### config.mk
export PLATFORM = sky130hd
export DESIGN_NAME = bin_to_bcd_seq_flat
export DESIGN_NICKNAME = d
export VERILOG_FILES = /design/src/rtl/bin_to_bcd_seq_if.sv /design/src/rtl/bin_to_bcd_seq.sv /design/src/flat_wrapper.sv
export SDC_FILE = /design/constraint.sdc
export NUM_CORES = 1
export LEC_CHECK = 0
export BUFFER_PORTS_ARGS = -buffer_cell sky130_fd_sc_hd__buf_2
export CAP_MARGIN = 20
export CORE_AREA = 2 2 98 100
export CTS_BUF_LIST = sky130_fd_sc_hd__clkbuf_8
export DETAILED_ROUTE_END_ITERATION = 8
export DIE_AREA = 0 0 100 102
export GPL_TIMING_DRIVEN = 1
export PLACE_DENSITY = 0.45
export SLEW_MARGIN = 10
export SYNTH_ARGS = -nofsm -noshare
export SYNTH_HDL_FRONTEND = slang
export SYNTH_SLANG_ARGS = --single-unit
### constraint.sdc
create_clock -name clk_i -period 1.79 [get_ports clk_i]
set_clock_uncertainty 0.05 [all_clocks]
set_input_delay 0 -clock clk_i [delete_from_list [all_inputs] [get_ports clk_i]]
set_output_delay 0 -clock clk_i [all_outputs]
set_load 0.005 [all_outputs]
### src/rtl/bin_to_bcd_seq_if.sv
// Handshake and result bundle between a controlling FSM (master) and the
// sequential binary-to-BCD converter (slave).
interface bin_to_bcd_seq_if #(
    parameter int BIN_W  = 13,
    parameter int DIGITS = 4
);
    logic                  start_i;
    logic [BIN_W-1:0]      bin_i;
    logic                  ready_o;
    logic                  done_o;
    logic [4*DIGITS-1:0]   bcd_o;
    logic                  ovf_o;
    logic [DIGITS-1:0]     blank_o;

    modport master (
        output start_i, bin_i,
        input  ready_o, done_o, bcd_o, ovf_o, blank_o
    );

    modport slave (
        input  start_i, bin_i,
        output ready_o, done_o, bcd_o, ovf_o, blank_o
    );
endinterface

### src/rtl/bin_to_bcd_seq.sv
// Sequential double-dabble binary-to-BCD converter, one bit per clock.
// Optional macro LEADING_ZERO_BLANK_EN enables the leading-zero blank mask.
module bin_to_bcd_seq #(
    parameter int BIN_W  = 13,
    parameter int DIGITS = 4
) (
    input  logic             clk_i,
    input  logic             reset_ni,
    bin_to_bcd_seq_if.slave  bus
);
    localparam int BCD_W = 4 * DIGITS;
    localparam int CNT_W = $clog2(BIN_W + 1);

    typedef enum logic [1:0] {
        IDLE = 2'b00,
        OP   = 2'b01,
        DONE = 2'b10
    } state_t;

    state_t             state_q, state_d;
    logic [BIN_W-1:0]   bin_sr_q, bin_sr_d;
    logic [BCD_W-1:0]   bcd_sr_q, bcd_sr_d;
    logic               ovf_sr_q, ovf_sr_d;
    logic [CNT_W-1:0]   cnt_q, cnt_d;
    logic [BCD_W-1:0]   bcd_q, bcd_d;
    logic               ovf_q, ovf_d;
    logic [DIGITS-1:0]  blank_q, blank_d;

    logic [BCD_W-1:0]   adj;
    logic [BCD_W-1:0]   bcd_shift;
    logic [BIN_W-1:0]   bin_shift;
    logic               ovf_next;
    logic [DIGITS-1:0]  blank_calc;

    // One double-dabble iteration: per-digit add-3 without inter-digit carry,
    // then shift; the bit leaving the top digit is folded into the sticky overflow.
    always_comb begin
        adj = bcd_sr_q;
        for (int k = 0; k < DIGITS; k++) begin
            if (bcd_sr_q[4*k +: 4] >= 4'd5) begin
                adj[4*k +: 4] = bcd_sr_q[4*k +: 4] + 4'd3;
            end
        end
        ovf_next  = ovf_sr_q | adj[BCD_W-1];
        bcd_shift = {adj[BCD_W-2:0], bin_sr_q[BIN_W-1]};
        bin_shift = {bin_sr_q[BIN_W-2:0], 1'b0};
    end

`ifdef LEADING_ZERO_BLANK_EN
    logic higher_zero;

    always_comb begin
        blank_calc  = '0;
        higher_zero = 1'b1;
        for (int k = DIGITS - 1; k >= 1; k--) begin
            higher_zero   = higher_zero & (bcd_shift[4*k +: 4] == 4'd0);
            blank_calc[k] = higher_zero & ~ovf_next;
        end
    end
`else
    always_comb begin
        blank_calc = '0;
    end
`endif

    always_comb begin
        state_d  = state_q;
        bin_sr_d = bin_sr_q;
        bcd_sr_d = bcd_sr_q;
        ovf_sr_d = ovf_sr_q;
        cnt_d    = cnt_q;
        bcd_d    = bcd_q;
        ovf_d    = ovf_q;
        blank_d  = blank_q;
        case (state_q)
            IDLE: begin
                if (bus.start_i) begin
                    bin_sr_d = bus.bin_i;
                    bcd_sr_d = '0;
                    ovf_sr_d = 1'b0;
                    cnt_d    = CNT_W'(BIN_W);
                    state_d  = OP;
                end
            end
            OP: begin
                bin_sr_d = bin_shift;
                bcd_sr_d = bcd_shift;
                ovf_sr_d = ovf_next;
                cnt_d    = cnt_q - CNT_W'(1);
                // Last iteration publishes straight to the result registers.
                if (cnt_q == CNT_W'(1)) begin
                    bcd_d   = bcd_shift;
                    ovf_d   = ovf_next;
                    blank_d = blank_calc;
                    state_d = DONE;
                end
            end
            DONE: begin
                state_d = IDLE;
            end
            default: begin
                state_d = IDLE;
            end
        endcase
    end

    always_ff @(posedge clk_i or negedge reset_ni) begin
        if (!reset_ni) begin
            state_q  <= IDLE;
            bin_sr_q <= '0;
            bcd_sr_q <= '0;
            ovf_sr_q <= 1'b0;
            cnt_q    <= '0;
            bcd_q    <= '0;
            ovf_q    <= 1'b0;
            blank_q  <= '0;
        end else begin
            state_q  <= state_d;
            bin_sr_q <= bin_sr_d;
            bcd_sr_q <= bcd_sr_d;
            ovf_sr_q <= ovf_sr_d;
            cnt_q    <= cnt_d;
            bcd_q    <= bcd_d;
            ovf_q    <= ovf_d;
            blank_q  <= blank_d;
        end
    end

    assign bus.ready_o = (state_q == IDLE);
    assign bus.done_o  = (state_q == DONE);
    assign bus.bcd_o   = bcd_q;
    assign bus.ovf_o   = ovf_q;
    assign bus.blank_o = blank_q;
endmodule

### src/flat_wrapper.sv
// flat-port wrapper written by rule: the top's interface ports become plain ports
module bin_to_bcd_seq_flat 
#(
    parameter int BIN_W  = 13,
    parameter int DIGITS = 4
)
  (clk_i, reset_ni, bus_start_i, bus_bin_i, bus_ready_o, bus_done_o, bus_bcd_o, bus_ovf_o, bus_blank_o);
  bin_to_bcd_seq_if #(.BIN_W(BIN_W), .DIGITS(DIGITS)) bus_i ();
  input  logic clk_i;
  input  logic reset_ni;
  input wire logic [$bits(bus_i.start_i)-1:0] bus_start_i;
  input wire logic [$bits(bus_i.bin_i)-1:0] bus_bin_i;
  output wire logic [$bits(bus_i.ready_o)-1:0] bus_ready_o;
  output wire logic [$bits(bus_i.done_o)-1:0] bus_done_o;
  output wire logic [$bits(bus_i.bcd_o)-1:0] bus_bcd_o;
  output wire logic [$bits(bus_i.ovf_o)-1:0] bus_ovf_o;
  output wire logic [$bits(bus_i.blank_o)-1:0] bus_blank_o;
  assign bus_i.start_i = bus_start_i;
  assign bus_i.bin_i = bus_bin_i;
  assign bus_ready_o = bus_i.ready_o;
  assign bus_done_o = bus_i.done_o;
  assign bus_bcd_o = bus_i.bcd_o;
  assign bus_ovf_o = bus_i.ovf_o;
  assign bus_blank_o = bus_i.blank_o;
  bin_to_bcd_seq #(.BIN_W(BIN_W), .DIGITS(DIGITS)) u_core (.clk_i(clk_i), .reset_ni(reset_ni), .bus(bus_i));
endmodule
==> report_table.html, run 1 <==
<table>
<tr><th>Metric</th><th>Value</th></tr>
<tr><th colspan="2">STA</th></tr>
<tr><td>Unrepaired setup endpoints after global routing</td><td>no</td></tr>
<tr><td>Final critical delay including setup and external delays</td><td>1650 ps</td></tr>
<tr><td>Final number of setup-violating endpoints</td><td>0</td></tr>
<tr><td>Setup WS post-layout</td><td>between 100 and 150 ps</td></tr>
<tr><td>Count of endpoints failing hold in the final timing report</td><td>0</td></tr>
<tr><td>Pins Over Slew Limit</td><td>0</td></tr>
<tr><td>Achievable Freq</td><td>about 610 MHz</td></tr>
<tr><td>Part of the cycle the worst path needs</td><td>92.1%</td></tr>
<tr><td>Total negative slack for setup checks</td><td>0 ps</td></tr>
<tr><th colspan="2">Cells and area</th></tr>
<tr><td>Layout cells sized above 1</td><td>21.3%</td></tr>
<tr><td>Share of the core filled with cells</td><td>35.7%</td></tr>
<tr><td>Cell area after layout</td><td>0.00325 sq mm</td></tr>
<tr><td>Antenna cells</td><td>0</td></tr>
<tr><td>Nets</td><td>339</td></tr>
<tr><td>Filler cells</td><td>931</td></tr>
<tr><td>Relative area change from synthesis to final layout</td><td>21.7%</td></tr>
<tr><td>Sequential Area</td><td>0.00133 sq mm</td></tr>
<tr><td>Area occupied by multi-input gates</td><td>0.00121 sq mm</td></tr>
<tr><th colspan="2">Power and ir drop</th></tr>
<tr><td>Static leakage</td><td>1.52 nW</td></tr>
<tr><td>Net load switching power</td><td>2.07 mW</td></tr>
<tr><td>Power share of the sequential group</td><td>39.1%</td></tr>
<tr><td>Worst supply voltage drop on vdd</td><td>~0.5 mV</td></tr>
<tr><td>Proportion of total power due to net switching</td><td>37.6%</td></tr>
<tr><td>Clock power share</td><td>17.7%</td></tr>
<tr><td>Power after layout</td><td>5.50 mW</td></tr>
<tr><td>P per Cell Area</td><td>between 1500 and 2000 mW/mm^2</td></tr>
<tr><td>Logic gate share of total power</td><td>a little over two fifths</td></tr>
<tr><td>Cell Int Power</td><td>3.43 mW</td></tr>
<tr><th colspan="2">Logic synthesis</th></tr>
<tr><td>Yosys warning total</td><td>0</td></tr>
<tr><td>Library cell with the highest instance count after synthesis</td><td>sky130_fd_sc_hd__dfrtp_1</td></tr>
<tr><td>Cell type with the highest aggregate area in the netlist</td><td>sky130_fd_sc_hd__dfrtp_1</td></tr>
<tr><td>Register area share after synthesis</td><td>49.6%</td></tr>
<tr><td>Predominant post-synthesis flop cell</td><td>sky130_fd_sc_hd__dfrtp_1</td></tr>
<tr><td>Count of flip-flops with a built-in enable after synthesis</td><td>0</td></tr>
<tr><td>Yosys top cell area share</td><td>49.6%</td></tr>
<tr><td>Post-synth ARST share</td><td>100%</td></tr>
<tr><td>Synth Area per Inst</td><td>10.2 sq um</td></tr>
<tr><td>Syn Inst Count</td><td>262</td></tr>
<tr><td>Cell area after synthesis</td><td>0.00267 sq mm</td></tr>
<tr><td>Number of synthesized register bits</td><td>53</td></tr>
<tr><td>Largest cells by area after synthesis</td><td>sky130_fd_sc_hd__dfrtp_1 50%, sky130_fd_sc_hd__o21ai_0 7.3%, sky130_fd_sc_hd__a21oi_1 4.9%</td></tr>
<tr><td>Netlist cell types</td><td>33</td></tr>
<tr><td>Synth top cells by count</td><td>53 x sky130_fd_sc_hd__dfrtp_1, 39 x sky130_fd_sc_hd__o21ai_0, 26 x sky130_fd_sc_hd__a21oi_1</td></tr>
<tr><th colspan="2">Floorplan</th></tr>
<tr><td>Placeable Area</td><td>0.00911 sq mm</td></tr>
<tr><td>Cell Rows</td><td>35</td></tr>
<tr><td>Initial cell density of the core</td><td>29.3%</td></tr>
<tr><td>Width of the chip</td><td>around 100 um</td></tr>
<tr><td>Die Footprint</td><td>between 0.01 and 0.015 sq mm</td></tr>
<tr><td>Die Ht</td><td>between 100 and 150 um</td></tr>
<tr><td>Number of top-level pins</td><td>39</td></tr>
<tr><th colspan="2">Clock tree</th></tr>
<tr><td>Number of buffers added by the clock tree synthesis step</td><td>5</td></tr>
<tr><td>Clk slew on worst S/H paths</td><td>between 100 and 150 ps</td></tr>
<tr><td>Post-CTS setup buffer count</td><td>0</td></tr>
<tr><td>Clock latency reported for the late side of the worst-skew pair</td><td>310 ps</td></tr>
<tr><td>Clk buf depth</td><td>2</td></tr>
<tr><td>Number of clock sinks</td><td>53</td></tr>
<tr><td>Number of levels in the clock H-tree</td><td>2</td></tr>
<tr><td>Clock tree from TritonCTS</td><td>done</td></tr>
<tr><td>CTS Root Cell</td><td>sky130_fd_sc_hd__clkbuf_8</td></tr>
<tr><th colspan="2">Placement</th></tr>
<tr><td>Placed inst area</td><td>a little under 0.003 sq mm</td></tr>
<tr><td>Worst setup slack before clock tree synthesis</td><td>89.6 ps</td></tr>
<tr><td>Placer's final routability congestion estimate</td><td>0.758</td></tr>
<tr><td>Detailed-placement wirelength estimate</td><td>3840 um</td></tr>
<tr><td>IO Port Bufs</td><td>34</td></tr>
<tr><th colspan="2">Critical path</th></tr>
<tr><td>Maximum fanout along the worst path</td><td>5</td></tr>
<tr><td>Worst setup SP type</td><td>register</td></tr>
<tr><td>Kind of critical path</td><td>register to register</td></tr>
<tr><td>Nature of the critical path endpoint</td><td>register</td></tr>
<tr><td>Required time at the worst-slack endpoint</td><td>1930 ps</td></tr>
<tr><td>Worst path arrival time</td><td>1790 ps</td></tr>
<tr><th colspan="2">Route</th></tr>
<tr><td>First-iteration detailed-routing DRC count</td><td>85</td></tr>
<tr><td>Vias after detailed routing</td><td>2012</td></tr>
<tr><td>Number of nets with antenna violations after detailed routing</td><td>0</td></tr>
<tr><td>Routed WL per cell</td><td>13.8 um</td></tr>
<tr><td>DR DRC count</td><td>0</td></tr>
<tr><td>Final WL</td><td>just under 6000 um</td></tr>
<tr><td>Routed vias/inst</td><td>approximately 4.7</td></tr>
<tr><td>First-pass DRT Iterations</td><td>4</td></tr>
<tr><th colspan="2">Global routing</th></tr>
<tr><td>Maximum number of pins on one net before global-route repair</td><td>54</td></tr>
<tr><td>Vias in the first global route</td><td>between 2000 and 2500</td></tr>
<tr><td>Antenna violations before repair</td><td>0</td></tr>
<tr><td>Overall global routing resource usage</td><td>12.1%</td></tr>
<tr><td>First-pass GRT wire length</td><td>around 9900 um</td></tr>
<tr><td>Final global-route overflow total</td><td>0</td></tr>
<tr><th colspan="2">Worst hold path</th></tr>
<tr><td>Type of the worst min-delay path</td><td>input port to async pin</td></tr>
<tr><th colspan="2">Status</th></tr>
<tr><td>Status</td><td>finished clean</td></tr>
<tr><th colspan="2">Run</th></tr>
<tr><td>Number of max-cap violations</td><td>0</td></tr>
</table>
per-layer routing:
metal / share of wire, % / vias to the layer above / track usage (%)
met1: 49 / 962 / 16.6
met2: 47 / 40 / 19.9
met5: 0 / - / 0
met3: 3.1 / 4 / 2.39
li1: - / 1006 / -
met4: 0.68 / 0 / 3.06
state kept, by name, indices dropped and copies added (netlist names):
| register | flops |
|---|---|
| u_core.bcd_sr_q | 16 |
| u_core.bin_sr_q | 13 |
| u_core.bus.bcd_o | 16 |
| u_core.bus.ovf_o | 1 |
| u_core.cnt_q | 4 |
| u_core.ovf_sr_q | 1 |
| u_core.state_q | 2 |
logic make-up after synthesis:
kind of cell	after synthesis	synth area share, %
other	1	0.140
xor gates and xnor gates	4	1.31
muxes	11	5.01
AOI/OAI and AO/OA	90	19.6
and+or+nand+nor	65	13.9
adders and majority gates	10	4.68
DFF	53	49.6
buffers and inverters	28	5.71
cell type report:
cell class	instances	area share [%]
clock buffers	5	2.12
clock inverters	3	2.12
inverters	12	1.46
multi-input cells	184	37.3
flip-flops and latches	53	40.8
well taps	111	4.27
repair buffers	57	12.0
path summary, 6_finish.rpt:
path                       cells after the start  slack (ps)                   to           startpoint
hold reg to reg                                2         430  u_core.bus.bcd_o[8]  u_core.bus.bcd_o[8]
hold / removal                                 3         160  u_core.bus.bcd_o[9]             reset_ni
max in group asynchronous                      3        1270  u_core.bin_sr_q[10]             reset_ni
min in group clk_i                             4         170  u_core.bin_sr_q[10]          bus_start_i
setup reg to reg                               5         140  u_core.bus.bcd_o[1]   u_core.bcd_sr_q[0]
setup / recovery                               5         140  u_core.bus.bcd_o[1]   u_core.bcd_sr_q[0]
worst max-delay path, stage by stage, from the launching register on:
cell and delay (ps):
sky130_fd_sc_hd__dfrtp_1 440, sky130_fd_sc_hd__ha_1 210, sky130_fd_sc_hd__nand2b_1 150, sky130_fd_sc_hd__a21oi_1 260, sky130_fd_sc_hd__xnor2_1 150, sky130_fd_sc_hd__mux2_2 270
timing repair:
action,4_1_cts,5_1_grt
gates resized for setup,0,2
hold buffers,14,0
setup endpoints to repair,0,4
endpoints found under the hold margin,66,0
cells in the final DEF, fill, tap and decap left out, types with 3 or more instances in the layout:
master	netlist	final
sky130_fd_sc_hd__inv_1	11	11
sky130_fd_sc_hd__nor3b_1	6	6
sky130_fd_sc_hd__ha_1	10	10
sky130_fd_sc_hd__nor2b_1	13	13
sky130_fd_sc_hd__dlygate4sd3_1	0	14
sky130_fd_sc_hd__nand2b_1	5	5
sky130_fd_sc_hd__mux2i_1	4	4
sky130_fd_sc_hd__a22oi_1	12	12
sky130_fd_sc_hd__a22o_1	8	8
sky130_fd_sc_hd__o21ai_0	39	39
sky130_fd_sc_hd__buf_4	7	8
sky130_fd_sc_hd__mux2_2	3	3
sky130_fd_sc_hd__conb_1	1	4
sky130_fd_sc_hd__nand2_1	23	23
sky130_fd_sc_hd__and2b_1	4	4
sky130_fd_sc_hd__mux2_4	4	4
sky130_fd_sc_hd__buf_2	6	34
sky130_fd_sc_hd__clkbuf_8	0	5
sky130_fd_sc_hd__a21oi_1	26	24
sky130_fd_sc_hd__dfrtp_1	53	53
sky130_fd_sc_hd__nor2_1	6	6
sky130_fd_sc_hd__xnor2_1	4	4
power by group through the flow:
| stage | logic [mW] | registers (mW) | clock network (mW) |
|---|---|---|---|
| after CTS | 2.42 | 2.15 | 1.02 |
| final | 2.37 | 2.15 | 0.976 |
| after global placement | 2.35 | 2.17 | 0 |
| after global routing | 2.73 | 2.23 | 1.07 |
| after floorplan | 1.73 | 2.09 | 0 |
| after detailed placement | 2.39 | 2.17 | 0 |
per-stage QoR:
step	hold slack, ps	instances
2_1_floorplan	-346	265
3_5_place_dp	-25.2	403
5_1_grt	192	425
6_report	159	425
3_3_place_gp	-25.8	403
4_1_cts	161	425
Power figures use the tool's default switching activity.
==> inputs of run 2 (changes only) <==
--- a/config.mk
+++ b/config.mk
@@ -7,12 +7,12 @@
 export LEC_CHECK = 0
 export BUFFER_PORTS_ARGS = -buffer_cell sky130_fd_sc_hd__buf_2
 export CAP_MARGIN = 20
-export CORE_AREA = 2 2 98 100
+export CORE_AREA = 2 2 73 75
 export CTS_BUF_LIST = sky130_fd_sc_hd__clkbuf_8
 export DETAILED_ROUTE_END_ITERATION = 8
-export DIE_AREA = 0 0 100 102
+export DIE_AREA = 0 0 75 77
 export GPL_TIMING_DRIVEN = 1
-export PLACE_DENSITY = 0.45
+export PLACE_DENSITY = 0.74
 export SLEW_MARGIN = 10
 export SYNTH_ARGS = -nofsm -noshare
 export SYNTH_HDL_FRONTEND = slang
==> run 2 against run 1 <==
Die area fell by 43%. Largest cell class unchanged. Setup slack got worse by 36 ps. Global-route usage rose by 9.9 points. Routed wire length fell by 1.8%.
==> report_table.html, run 2 (same netlist as run 1, synthesis figures left out) <==
<table>
<tr><th>Metric</th><th>Value</th></tr>
<tr><th colspan="2">Global routing</th></tr>
<tr><td>Vias in the first global route</td><td>2090 (+3.5%)</td></tr>
<tr><td>Maximum number of pins on one net before global-route repair</td><td>33 (-39%)</td></tr>
<tr><td>First-pass GRT wire length</td><td>9780 um (-1.2%)</td></tr>
<tr><td>Final global-route overflow total</td><td>0 (unchanged)</td></tr>
<tr><td>Overall global routing resource usage</td><td>22.0% (+9.9 points)</td></tr>
<tr><td>Antenna violations before repair</td><td>0 (unchanged)</td></tr>
<tr><th colspan="2">STA</th></tr>
<tr><td>Total negative slack for setup checks</td><td>0 ps (unchanged)</td></tr>
<tr><td>Unrepaired setup endpoints after global routing</td><td>no</td></tr>
<tr><td>Headroom to the max-slew limit</td><td>65.3%</td></tr>
<tr><td>Actual transition at the worst max-transition pin</td><td>520 ps</td></tr>
<tr><td>Count of endpoints failing hold in the final timing report</td><td>0 (unchanged)</td></tr>
<tr><td>Final number of setup-violating endpoints</td><td>0 (unchanged)</td></tr>
<tr><td>Pins Over Slew Limit</td><td>0 (unchanged)</td></tr>
<tr><td>Final critical delay including setup and external delays</td><td>1680 ps (+35.7 ps)</td></tr>
<tr><td>Part of the cycle the worst path needs</td><td>94.1% (+2.0 points)</td></tr>
<tr><td>Achievable Freq</td><td>594 MHz (-2.1%)</td></tr>
<tr><th colspan="2">Critical path</th></tr>
<tr><td>Source of the worst register-to-register timing path</td><td>u_core.cnt_q[1]</td></tr>
<tr><td>Nature of the critical path endpoint</td><td>register</td></tr>
<tr><td>Kind of critical path</td><td>register to register</td></tr>
<tr><td>Worst path arrival time</td><td>1840 ps (+50 ps)</td></tr>
<tr><td>Worst r2r dst</td><td>u_core.bus.bcd_o[14]</td></tr>
<tr><td>Maximum fanout along the worst path</td><td>12 (+7)</td></tr>
<tr><td>Worst setup slack for register-to-register paths</td><td>110 ps (-40 ps)</td></tr>
<tr><td>Worst setup SP type</td><td>register</td></tr>
<tr><td>Worst reg2reg path depth</td><td>6 (+1)</td></tr>
<tr><td>Required time at the worst-slack endpoint</td><td>1940 ps (about the same)</td></tr>
<tr><th colspan="2">Route</th></tr>
<tr><td>Vias after detailed routing</td><td>2096 (+4.2%)</td></tr>
<tr><td>Number of nets with antenna violations after detailed routing</td><td>0 (unchanged)</td></tr>
<tr><td>Routed WL per cell</td><td>15.0 um (+8.4%)</td></tr>
<tr><td>DR DRC count</td><td>0 (unchanged)</td></tr>
<tr><td>Final WL</td><td>5770 um (-1.8%)</td></tr>
<tr><td>First-iteration detailed-routing DRC count</td><td>119 (+40%)</td></tr>
<tr><td>Routed vias/inst</td><td>5.44 (+15%)</td></tr>
<tr><td>First-pass DRT Iterations</td><td>4 (unchanged)</td></tr>
<tr><th colspan="2">Floorplan</th></tr>
<tr><td>Number of top-level pins</td><td>39 (unchanged)</td></tr>
<tr><td>Die Ht</td><td>77 um (-25%)</td></tr>
<tr><td>Die Footprint</td><td>0.00578 sq mm (-43%)</td></tr>
<tr><td>Width of the chip</td><td>75 um (-25%)</td></tr>
<tr><td>Initial cell density of the core</td><td>53.7% (+24 points)</td></tr>
<tr><td>Cell Rows</td><td>26 (-26%)</td></tr>
<tr><td>Placeable Area</td><td>0.00498 sq mm (-45%)</td></tr>
<tr><th colspan="2">Cells and area</th></tr>
<tr><td>Nets</td><td>340 (+0.29%)</td></tr>
<tr><td>Final standard cell count with taps included and fillers excluded</td><td>385 (-9.4%)</td></tr>
<tr><td>Relative area change from synthesis to final layout</td><td>18.0%</td></tr>
<tr><td>Antenna cells</td><td>0 (unchanged)</td></tr>
<tr><td>Share of the core filled with cells</td><td>63.4% (+28 points)</td></tr>
<tr><td>Layout cells sized above 1</td><td>21.3% (-0.068 points)</td></tr>
<tr><td>Most frequent standard cell in the layout excluding fill and tap cells</td><td>sky130_fd_sc_hd__dfrtp_1</td></tr>
<tr><td>Cell area after layout</td><td>0.00315 sq mm (-3.0%)</td></tr>
<tr><td>Highest-count cells in the layout ignoring fill and taps</td><td>53 x sky130_fd_sc_hd__dfrtp_1, 39 x sky130_fd_sc_hd__o21ai_0, 34 x sky130_fd_sc_hd__buf_2, 25 x sky130_fd_sc_hd__a21oi_1, 23 x sky130_fd_sc_hd__nand2_1</td></tr>
<tr><th colspan="2">Clock tree</th></tr>
<tr><td>Clock tree from TritonCTS</td><td>done</td></tr>
<tr><td>Number of buffers added by the clock tree synthesis step</td><td>5 (unchanged)</td></tr>
<tr><td>Clock latency reported for the late side of the worst-skew pair</td><td>310 ps (about the same)</td></tr>
<tr><td>Number of clock sinks</td><td>53 (unchanged)</td></tr>
<tr><td>CTS Root Cell</td><td>sky130_fd_sc_hd__clkbuf_8</td></tr>
<tr><td>Clk buf depth</td><td>2 (unchanged)</td></tr>
<tr><td>Number of levels in the clock H-tree</td><td>2 (unchanged)</td></tr>
<tr><td>Clk slew on worst S/H paths</td><td>100 ps (about the same)</td></tr>
<tr><th colspan="2">Placement</th></tr>
<tr><td>Placed inst area</td><td>0.00292 sq mm (-1.5%)</td></tr>
<tr><td>Placed Cells</td><td>363 (-9.9%)</td></tr>
<tr><td>Detailed-placement wirelength estimate</td><td>3860 um (+0.59%)</td></tr>
<tr><td>Placer's final routability congestion estimate</td><td>0.815 (+7.5%)</td></tr>
<tr><td>IO Port Bufs</td><td>34 (unchanged)</td></tr>
<tr><th colspan="2">Run</th></tr>
<tr><td>Number of max-cap violations</td><td>0 (unchanged)</td></tr>
<tr><th colspan="2">Worst hold path</th></tr>
<tr><td>Type of the worst min-delay path</td><td>input port to async pin</td></tr>
<tr><th colspan="2">Power and ir drop</th></tr>
<tr><td>Static leakage</td><td>1.49 nW (-1.4%)</td></tr>
<tr><td>Worst supply voltage drop on vdd</td><td>0.801 mV (+62%)</td></tr>
<tr><td>Power after layout</td><td>5.26 mW (-4.3%)</td></tr>
<tr><td>P per Cell Area</td><td>1670 mW/mm^2 (-1.3%)</td></tr>
<tr><th colspan="2">Status</th></tr>
<tr><td>Status</td><td>finished clean</td></tr>
</table>
[run 2: cell count changes in the layout (fill, tap and decap cells not counted), sizes merged]
| cell | previous run | this run |
|---|---|---|
| clkinvlp | 0 | 1 |
| inv | 13 | 12 |
| bufinv | 2 | 0 |
| buf | 43 | 44 |
| clkinv | 0 | 2 |
[run 2: critical path, stage by stage (launching register included)]
cell and delay [ps]:
sky130_fd_sc_hd__dfrtp_1 410, sky130_fd_sc_hd__inv_1 90, sky130_fd_sc_hd__ha_1 140, sky130_fd_sc_hd__nor3b_2 270, sky130_fd_sc_hd__nand2_4 110, sky130_fd_sc_hd__inv_4 170
sky130_fd_sc_hd__mux2_2 360
[run 2: area by class of cell]
cell class | count | area, sq um
clock buffer | 5 | 68.8
clock inverter | 3 | 17.5
fill | 432 | 1820
inverter | 12 | 47.5
multi-input combinational | 184 | 1210
sequential | 53 | 1330
tap | 70 | 87.6
timing repair buffer | 58 | 398
[run 2: worst max path at each step]
stage / startpoint / to / slack (ps)
global placement: u_core.bcd_sr_q[8] / u_core.bus.bcd_o[10] / 170
detailed placement: u_core.cnt_q[1] / u_core.bus.bcd_o[14] / 110
finish: u_core.cnt_q[1] / u_core.bus.bcd_o[14] / 110
floorplan: u_core.cnt_q[1] / u_core.bus.bcd_o[10] / 230
CTS: u_core.cnt_q[1] / u_core.bus.bcd_o[14] / 90
global route: u_core.bcd_sr_q[8] / u_core.bus.bcd_o[10] / 0.6
[run 2: what timing repair did]
item                                   in CTS  in global routing
setup buffers                               0                  0
endpoints found under the hold margin      34                  0
resized for setup                           0                  1
setup endpoints to repair                   0                  2
hold buffers                               14                  0
[run 2: per-layer routing]
layer	vias to the layer above	global-route usage [%]	part of all wire, %
li1	1006	-	-
met5	-	0	0
met3	6	4.99	4.9
met4	0	5.89	1.0
met1	1015	28.1	43
met2	69	36.9	51
[run 2: power by group]
part | internal [mW] | switching (mW)
clock network | 0.271 | 0.409
logic | 1.16 | 1.26
registers | 1.72 | 0.439
total | 3.15 | 2.11
[run 2: per-stage QoR]
step / hold WS [ps] / setup slack (ps)
after floorplan: -346 / 232
after global placement: -42.8 / 170
after detailed placement: -45.0 / 109
after CTS: 146 / 92.2
after global routing: 176 / 0.565
final: 133 / 105
==> inputs of run 3 (changes only) <==
--- a/config.mk
+++ b/config.mk
@@ -5,14 +5,15 @@
 export SDC_FILE = /design/constraint.sdc
 export NUM_CORES = 1
 export LEC_CHECK = 0
+export ABC_AREA = 1
 export BUFFER_PORTS_ARGS = -buffer_cell sky130_fd_sc_hd__buf_2
 export CAP_MARGIN = 20
-export CORE_AREA = 2 2 73 75
+export CORE_AREA = 2 2 72 74
 export CTS_BUF_LIST = sky130_fd_sc_hd__clkbuf_8
 export DETAILED_ROUTE_END_ITERATION = 8
-export DIE_AREA = 0 0 75 77
+export DIE_AREA = 0 0 74 76
 export GPL_TIMING_DRIVEN = 1
-export PLACE_DENSITY = 0.74
+export PLACE_DENSITY = 0.73
 export SLEW_MARGIN = 10
 export SYNTH_ARGS = -nofsm -noshare
 export SYNTH_HDL_FRONTEND = slang
==> run 3 against run 2 <==
Design area decreased by 3.8%. Sequential share of layout area increased by 1.6 points. Synthesized cell count increased by 20%. Flip-flop and latch count unchanged. Worst hold slack got worse by 110 ps. Global-route usage decreased by 1.4 points. Routed wire length decreased by 9.2%. Critical endpoint unchanged. Highest routed layer unchanged.
==> report_table.html, run 3 <==
<table>
<tr><th>Metric</th><th>Value</th></tr>
<tr><th colspan="2">Global routing</th></tr>
<tr><td>Overall global routing resource usage</td><td>20.6% (-1.4 points)</td></tr>
<tr><td>Antenna violations before repair</td><td>0 (unchanged)</td></tr>
<tr><td>Final global-route overflow total</td><td>0 (unchanged)</td></tr>
<tr><td>Maximum number of pins on one net before global-route repair</td><td>22 (-33%)</td></tr>
<tr><td>Vias in the first global route</td><td>2027 (-3.0%)</td></tr>
<tr><td>First-pass GRT wire length</td><td>9140 um (-6.6%)</td></tr>
<tr><th colspan="2">Placement</th></tr>
<tr><td>Detailed-placement wirelength estimate</td><td>3630 um (-5.9%)</td></tr>
<tr><td>IO Port Bufs</td><td>34 (unchanged)</td></tr>
<tr><td>Placer's final routability congestion estimate</td><td>0.909 (+12%)</td></tr>
<tr><th colspan="2">Power and ir drop</th></tr>
<tr><td>P per Cell Area</td><td>1730 mW/mm^2 (+3.5%)</td></tr>
<tr><td>Worst supply voltage drop on vdd</td><td>0.741 mV (-7.6%)</td></tr>
<tr><td>Static leakage</td><td>1.63 nW (+8.9%)</td></tr>
<tr><th colspan="2">Logic synthesis</th></tr>
<tr><td>Number of synthesized register bits</td><td>53 (unchanged)</td></tr>
<tr><td>Predominant post-synthesis flop cell</td><td>sky130_fd_sc_hd__dfrtp_1</td></tr>
<tr><td>Largest cells by area after synthesis</td><td>sky130_fd_sc_hd__dfrtp_1 52%, sky130_fd_sc_hd__nand2_1 18%, sky130_fd_sc_hd__nand3_1 6.7%</td></tr>
<tr><td>Count of flip-flops with a built-in enable after synthesis</td><td>0 (unchanged)</td></tr>
<tr><td>Yosys warning total</td><td>0 (unchanged)</td></tr>
<tr><td>Yosys top cell area share</td><td>52.0% (+2.4 points)</td></tr>
<tr><td>Synth top cells by count</td><td>125 x sky130_fd_sc_hd__nand2_1, 53 x sky130_fd_sc_hd__dfrtp_1, 34 x sky130_fd_sc_hd__nand3_1</td></tr>
<tr><td>Post-synth ARST share</td><td>100% (unchanged)</td></tr>
<tr><td>Library cell with the highest instance count after synthesis</td><td>sky130_fd_sc_hd__nand2_1</td></tr>
<tr><td>Synth Area per Inst</td><td>8.10 sq um (-21%)</td></tr>
<tr><td>Cell area after synthesis</td><td>0.00255 sq mm (-4.5%)</td></tr>
<tr><td>Register area share after synthesis</td><td>52.0% (+2.4 points)</td></tr>
<tr><td>Syn Inst Count</td><td>315 (+20%)</td></tr>
<tr><td>Netlist cell types</td><td>22 (-33%)</td></tr>
<tr><td>Cell type with the highest aggregate area in the netlist</td><td>sky130_fd_sc_hd__dfrtp_1</td></tr>
<tr><th colspan="2">Critical path</th></tr>
<tr><td>Crit path buffers/inverters</td><td>2 (unchanged)</td></tr>
<tr><td>Crit path cell chain</td><td>inv_1 &gt; ha_1 &gt; inv_1 &gt; o21ai_0 &gt; nand2_1 &gt; nand2_1 &gt; nand2_1 &gt; nand2_1 &gt; nand2_1</td></tr>
<tr><td>Slowest cell on the critical path</td><td>sky130_fd_sc_hd__dfrtp_1</td></tr>
<tr><td>Worst setup SP type</td><td>register</td></tr>
<tr><td>Largest delay contributor family on the critical path</td><td>flip-flops</td></tr>
<tr><td>Kind of critical path</td><td>register to register</td></tr>
<tr><td>Dominant cell type by count on the critical path</td><td>sky130_fd_sc_hd__nand2_1</td></tr>
<tr><td>Maximum fanout along the worst path</td><td>4 (-8)</td></tr>
<tr><td>Worst path max stage delay</td><td>420 ps (about the same)</td></tr>
<tr><td>Required time at the worst-slack endpoint</td><td>1950 ps (about the same)</td></tr>
<tr><td>Nature of the critical path endpoint</td><td>register</td></tr>
<tr><td>Worst path arrival time</td><td>1720 ps (-120 ps)</td></tr>
<tr><th colspan="2">STA</th></tr>
<tr><td>Worst hold margin</td><td>24.1 ps (-109 ps)</td></tr>
<tr><td>Part of the cycle the worst path needs</td><td>86.8% (-7.3 points)</td></tr>
<tr><td>Total negative slack for setup checks</td><td>0 ps (unchanged)</td></tr>
<tr><td>Count of endpoints failing hold in the final timing report</td><td>0 (unchanged)</td></tr>
<tr><td>Final number of setup-violating endpoints</td><td>0 (unchanged)</td></tr>
<tr><td>Pins Over Slew Limit</td><td>0 (unchanged)</td></tr>
<tr><td>Achievable Freq</td><td>644 MHz (+8.4%)</td></tr>
<tr><td>Unrepaired setup endpoints after global routing</td><td>no</td></tr>
<tr><td>Final critical delay including setup and external delays</td><td>1550 ps (-131 ps)</td></tr>
<tr><th colspan="2">Clock tree</th></tr>
<tr><td>Number of clock sinks</td><td>53 (unchanged)</td></tr>
<tr><td>Clk slew on worst S/H paths</td><td>100 ps (about the same)</td></tr>
<tr><td>CTS Root Cell</td><td>sky130_fd_sc_hd__clkbuf_8</td></tr>
<tr><td>Number of levels in the clock H-tree</td><td>2 (unchanged)</td></tr>
<tr><td>Clock latency reported for the late side of the worst-skew pair</td><td>310 ps (about the same)</td></tr>
<tr><td>Clk buf depth</td><td>2 (unchanged)</td></tr>
<tr><td>Number of buffers added by the clock tree synthesis step</td><td>5 (unchanged)</td></tr>
<tr><td>Clock tree from TritonCTS</td><td>done</td></tr>
<tr><th colspan="2">Cells and area</th></tr>
<tr><td>Layout cells sized above 1</td><td>15.1% (-6.1 points)</td></tr>
<tr><td>Nets</td><td>395 (+16%)</td></tr>
<tr><td>Antenna cells</td><td>0 (unchanged)</td></tr>
<tr><td>Highest-count cells in the layout ignoring fill and taps</td><td>125 x sky130_fd_sc_hd__nand2_1, 53 x sky130_fd_sc_hd__dfrtp_1, 34 x sky130_fd_sc_hd__nand3_1, 34 x sky130_fd_sc_hd__buf_2, 24 x sky130_fd_sc_hd__inv_1</td></tr>
<tr><td>Most frequent standard cell in the layout excluding fill and tap cells</td><td>sky130_fd_sc_hd__nand2_1</td></tr>
<tr><td>Relative area change from synthesis to final layout</td><td>19.0%</td></tr>
<tr><td>Filler cells</td><td>433 (+0.23%)</td></tr>
<tr><th colspan="2">Route</th></tr>
<tr><td>Vias after detailed routing</td><td>2173 (+3.7%)</td></tr>
<tr><td>First-iteration detailed-routing DRC count</td><td>128 (+7.6%)</td></tr>
<tr><td>Routed WL per cell</td><td>11.9 um (-21%)</td></tr>
<tr><td>Number of nets with antenna violations after detailed routing</td><td>0 (unchanged)</td></tr>
<tr><td>Final WL</td><td>5230 um (-9.2%)</td></tr>
<tr><td>DR DRC count</td><td>0 (unchanged)</td></tr>
<tr><td>First-pass DRT Iterations</td><td>4 (unchanged)</td></tr>
<tr><td>Routed vias/inst</td><td>4.94 (-9.3%)</td></tr>
<tr><th colspan="2">Run</th></tr>
<tr><td>Number of max-cap violations</td><td>0 (unchanged)</td></tr>
<tr><th colspan="2">Floorplan</th></tr>
<tr><td>Width of the chip</td><td>74 um (-1.3%)</td></tr>
<tr><td>Placeable Area</td><td>0.00491 sq mm (-1.3%)</td></tr>
<tr><td>Die Footprint</td><td>0.00562 sq mm (-2.6%)</td></tr>
<tr><td>Initial cell density of the core</td><td>51.9% (-1.8 points)</td></tr>
<tr><td>Die Ht</td><td>76 um (-1.3%)</td></tr>
<tr><td>Cell Rows</td><td>26 (unchanged)</td></tr>
<tr><td>Number of top-level pins</td><td>39 (unchanged)</td></tr>
<tr><th colspan="2">Worst hold path</th></tr>
<tr><td>Type of the worst min-delay path</td><td>input port to register</td></tr>
<tr><th colspan="2">Status</th></tr>
<tr><td>Status</td><td>finished clean</td></tr>
</table>
run 3: cell count changes after synthesis, sizes merged, moves of 7 or more:
cell | previous run | this run
a21oi | 26 | 5
a22o | 9 | 0
a22oi | 12 | 1
inv | 12 | 26
mux2 | 7 | 0
nand2 | 24 | 125
nand3 | 0 | 34
nor2b | 14 | 0
nor3b | 7 | 0
o21ai | 39 | 32
run 3: area by class of cell:
cell class / count / area [sq um] / area share [%]
sequential: 53 / 1330 / 43.7
clock inverter: 3 / 15.0 / 0.495
tap: 70 / 87.6 / 2.89
clock buffer: 5 / 68.8 / 2.27
timing repair buffer: 56 / 370 / 12.2
multi-input combinational: 227 / 1070 / 35.2
inverter: 26 / 97.6 / 3.22
run 3: where the power goes:
part | leakage [nW] | total (mW) | switching, mW | internal (mW)
sequential | 0.662 | 2.14 | 0.387 | 1.76
clock | 0.0467 | 0.648 | 0.382 | 0.266
combinational | 0.919 | 2.45 | 1.51 | 0.944
total | 1.63 | 5.24 | 2.28 | 2.97
run 3: routing by layer:
metal | up-vias | routed length, um | track usage (%) | part of all wire, %
met3 | 11 | 183 | 3.04 | 3.5
met4 | 0 | 121 | 8.91 | 2.3
met5 | - | 0 | 0 | 0
met2 | 57 | 2510 | 32.9 | 48
li1 | 1105 | - | - | -
met1 | 1000 | 2420 | 27.6 | 46
run 3: worst min-delay path, delay by kind of cell:
| kind | cells | cell delay (ps) |
|---|---|---|
| compound gates | 2 | 190 |
| simple gates | 1 | 80 |
| buf+inv | 1 | 80 |
run 3: what timing repair did:
action                                  in CTS  in global routing
gates resized for setup                      0                  2
hold buffers                                14                  0
buffers inserted                             0                  0
hold endpoints to repair                    31                  0
endpoints found under the setup margin       0                  5
run 3: logic make-up (layout without fill, tap and decap cells):
logic type,count (synthesis),in the layout,share of synthesized area [%]
AOI/OAI and AO/OA,42,42,8.63
DFF,53,53,52.0
other,1,4,0.147
and+or+nand+nor,171,171,27.8
adders and majority gates,10,10,4.90
buffers and inverters,38,90,6.52
run 3: path summary, 6_finish.rpt:
kind / startpoint / endpoint / slack, ps / depth (start not counted)
min reg2reg: u_core.bus.bcd_o[7] / u_core.bus.bcd_o[7] / 420 / 2
max in group asynchronous: reset_ni / u_core.bus.bcd_o[2] / 960 / 3
min in group asynchronous: reset_ni / u_core.ovf_sr_q / 110 / 2
max reg2reg: u_core.bcd_sr_q[12] / u_core.bus.bcd_o[14] / 240 / 9
max: u_core.bcd_sr_q[12] / u_core.bus.bcd_o[14] / 240 / 9
min: bus_start_i / u_core.ovf_sr_q / 20 / 4
run 3: metrics by stage:
step / cells / setup slack, ps / utilization [%] / cell area, sq um / power (mW)
finish: 440 / 236 / 61.8 / 3040 / 5.24
global route: 440 / 96.1 / 61.8 / 3040 / 5.80
CTS: 440 / 177 / 61.8 / 3040 / 5.28
detailed placement: 418 / 224 / 57.2 / 2810 / 4.58
global placement: 418 / 245 / 57.2 / 2810 / 4.51
floorplan: 318 / 383 / - / 2560 / 3.84
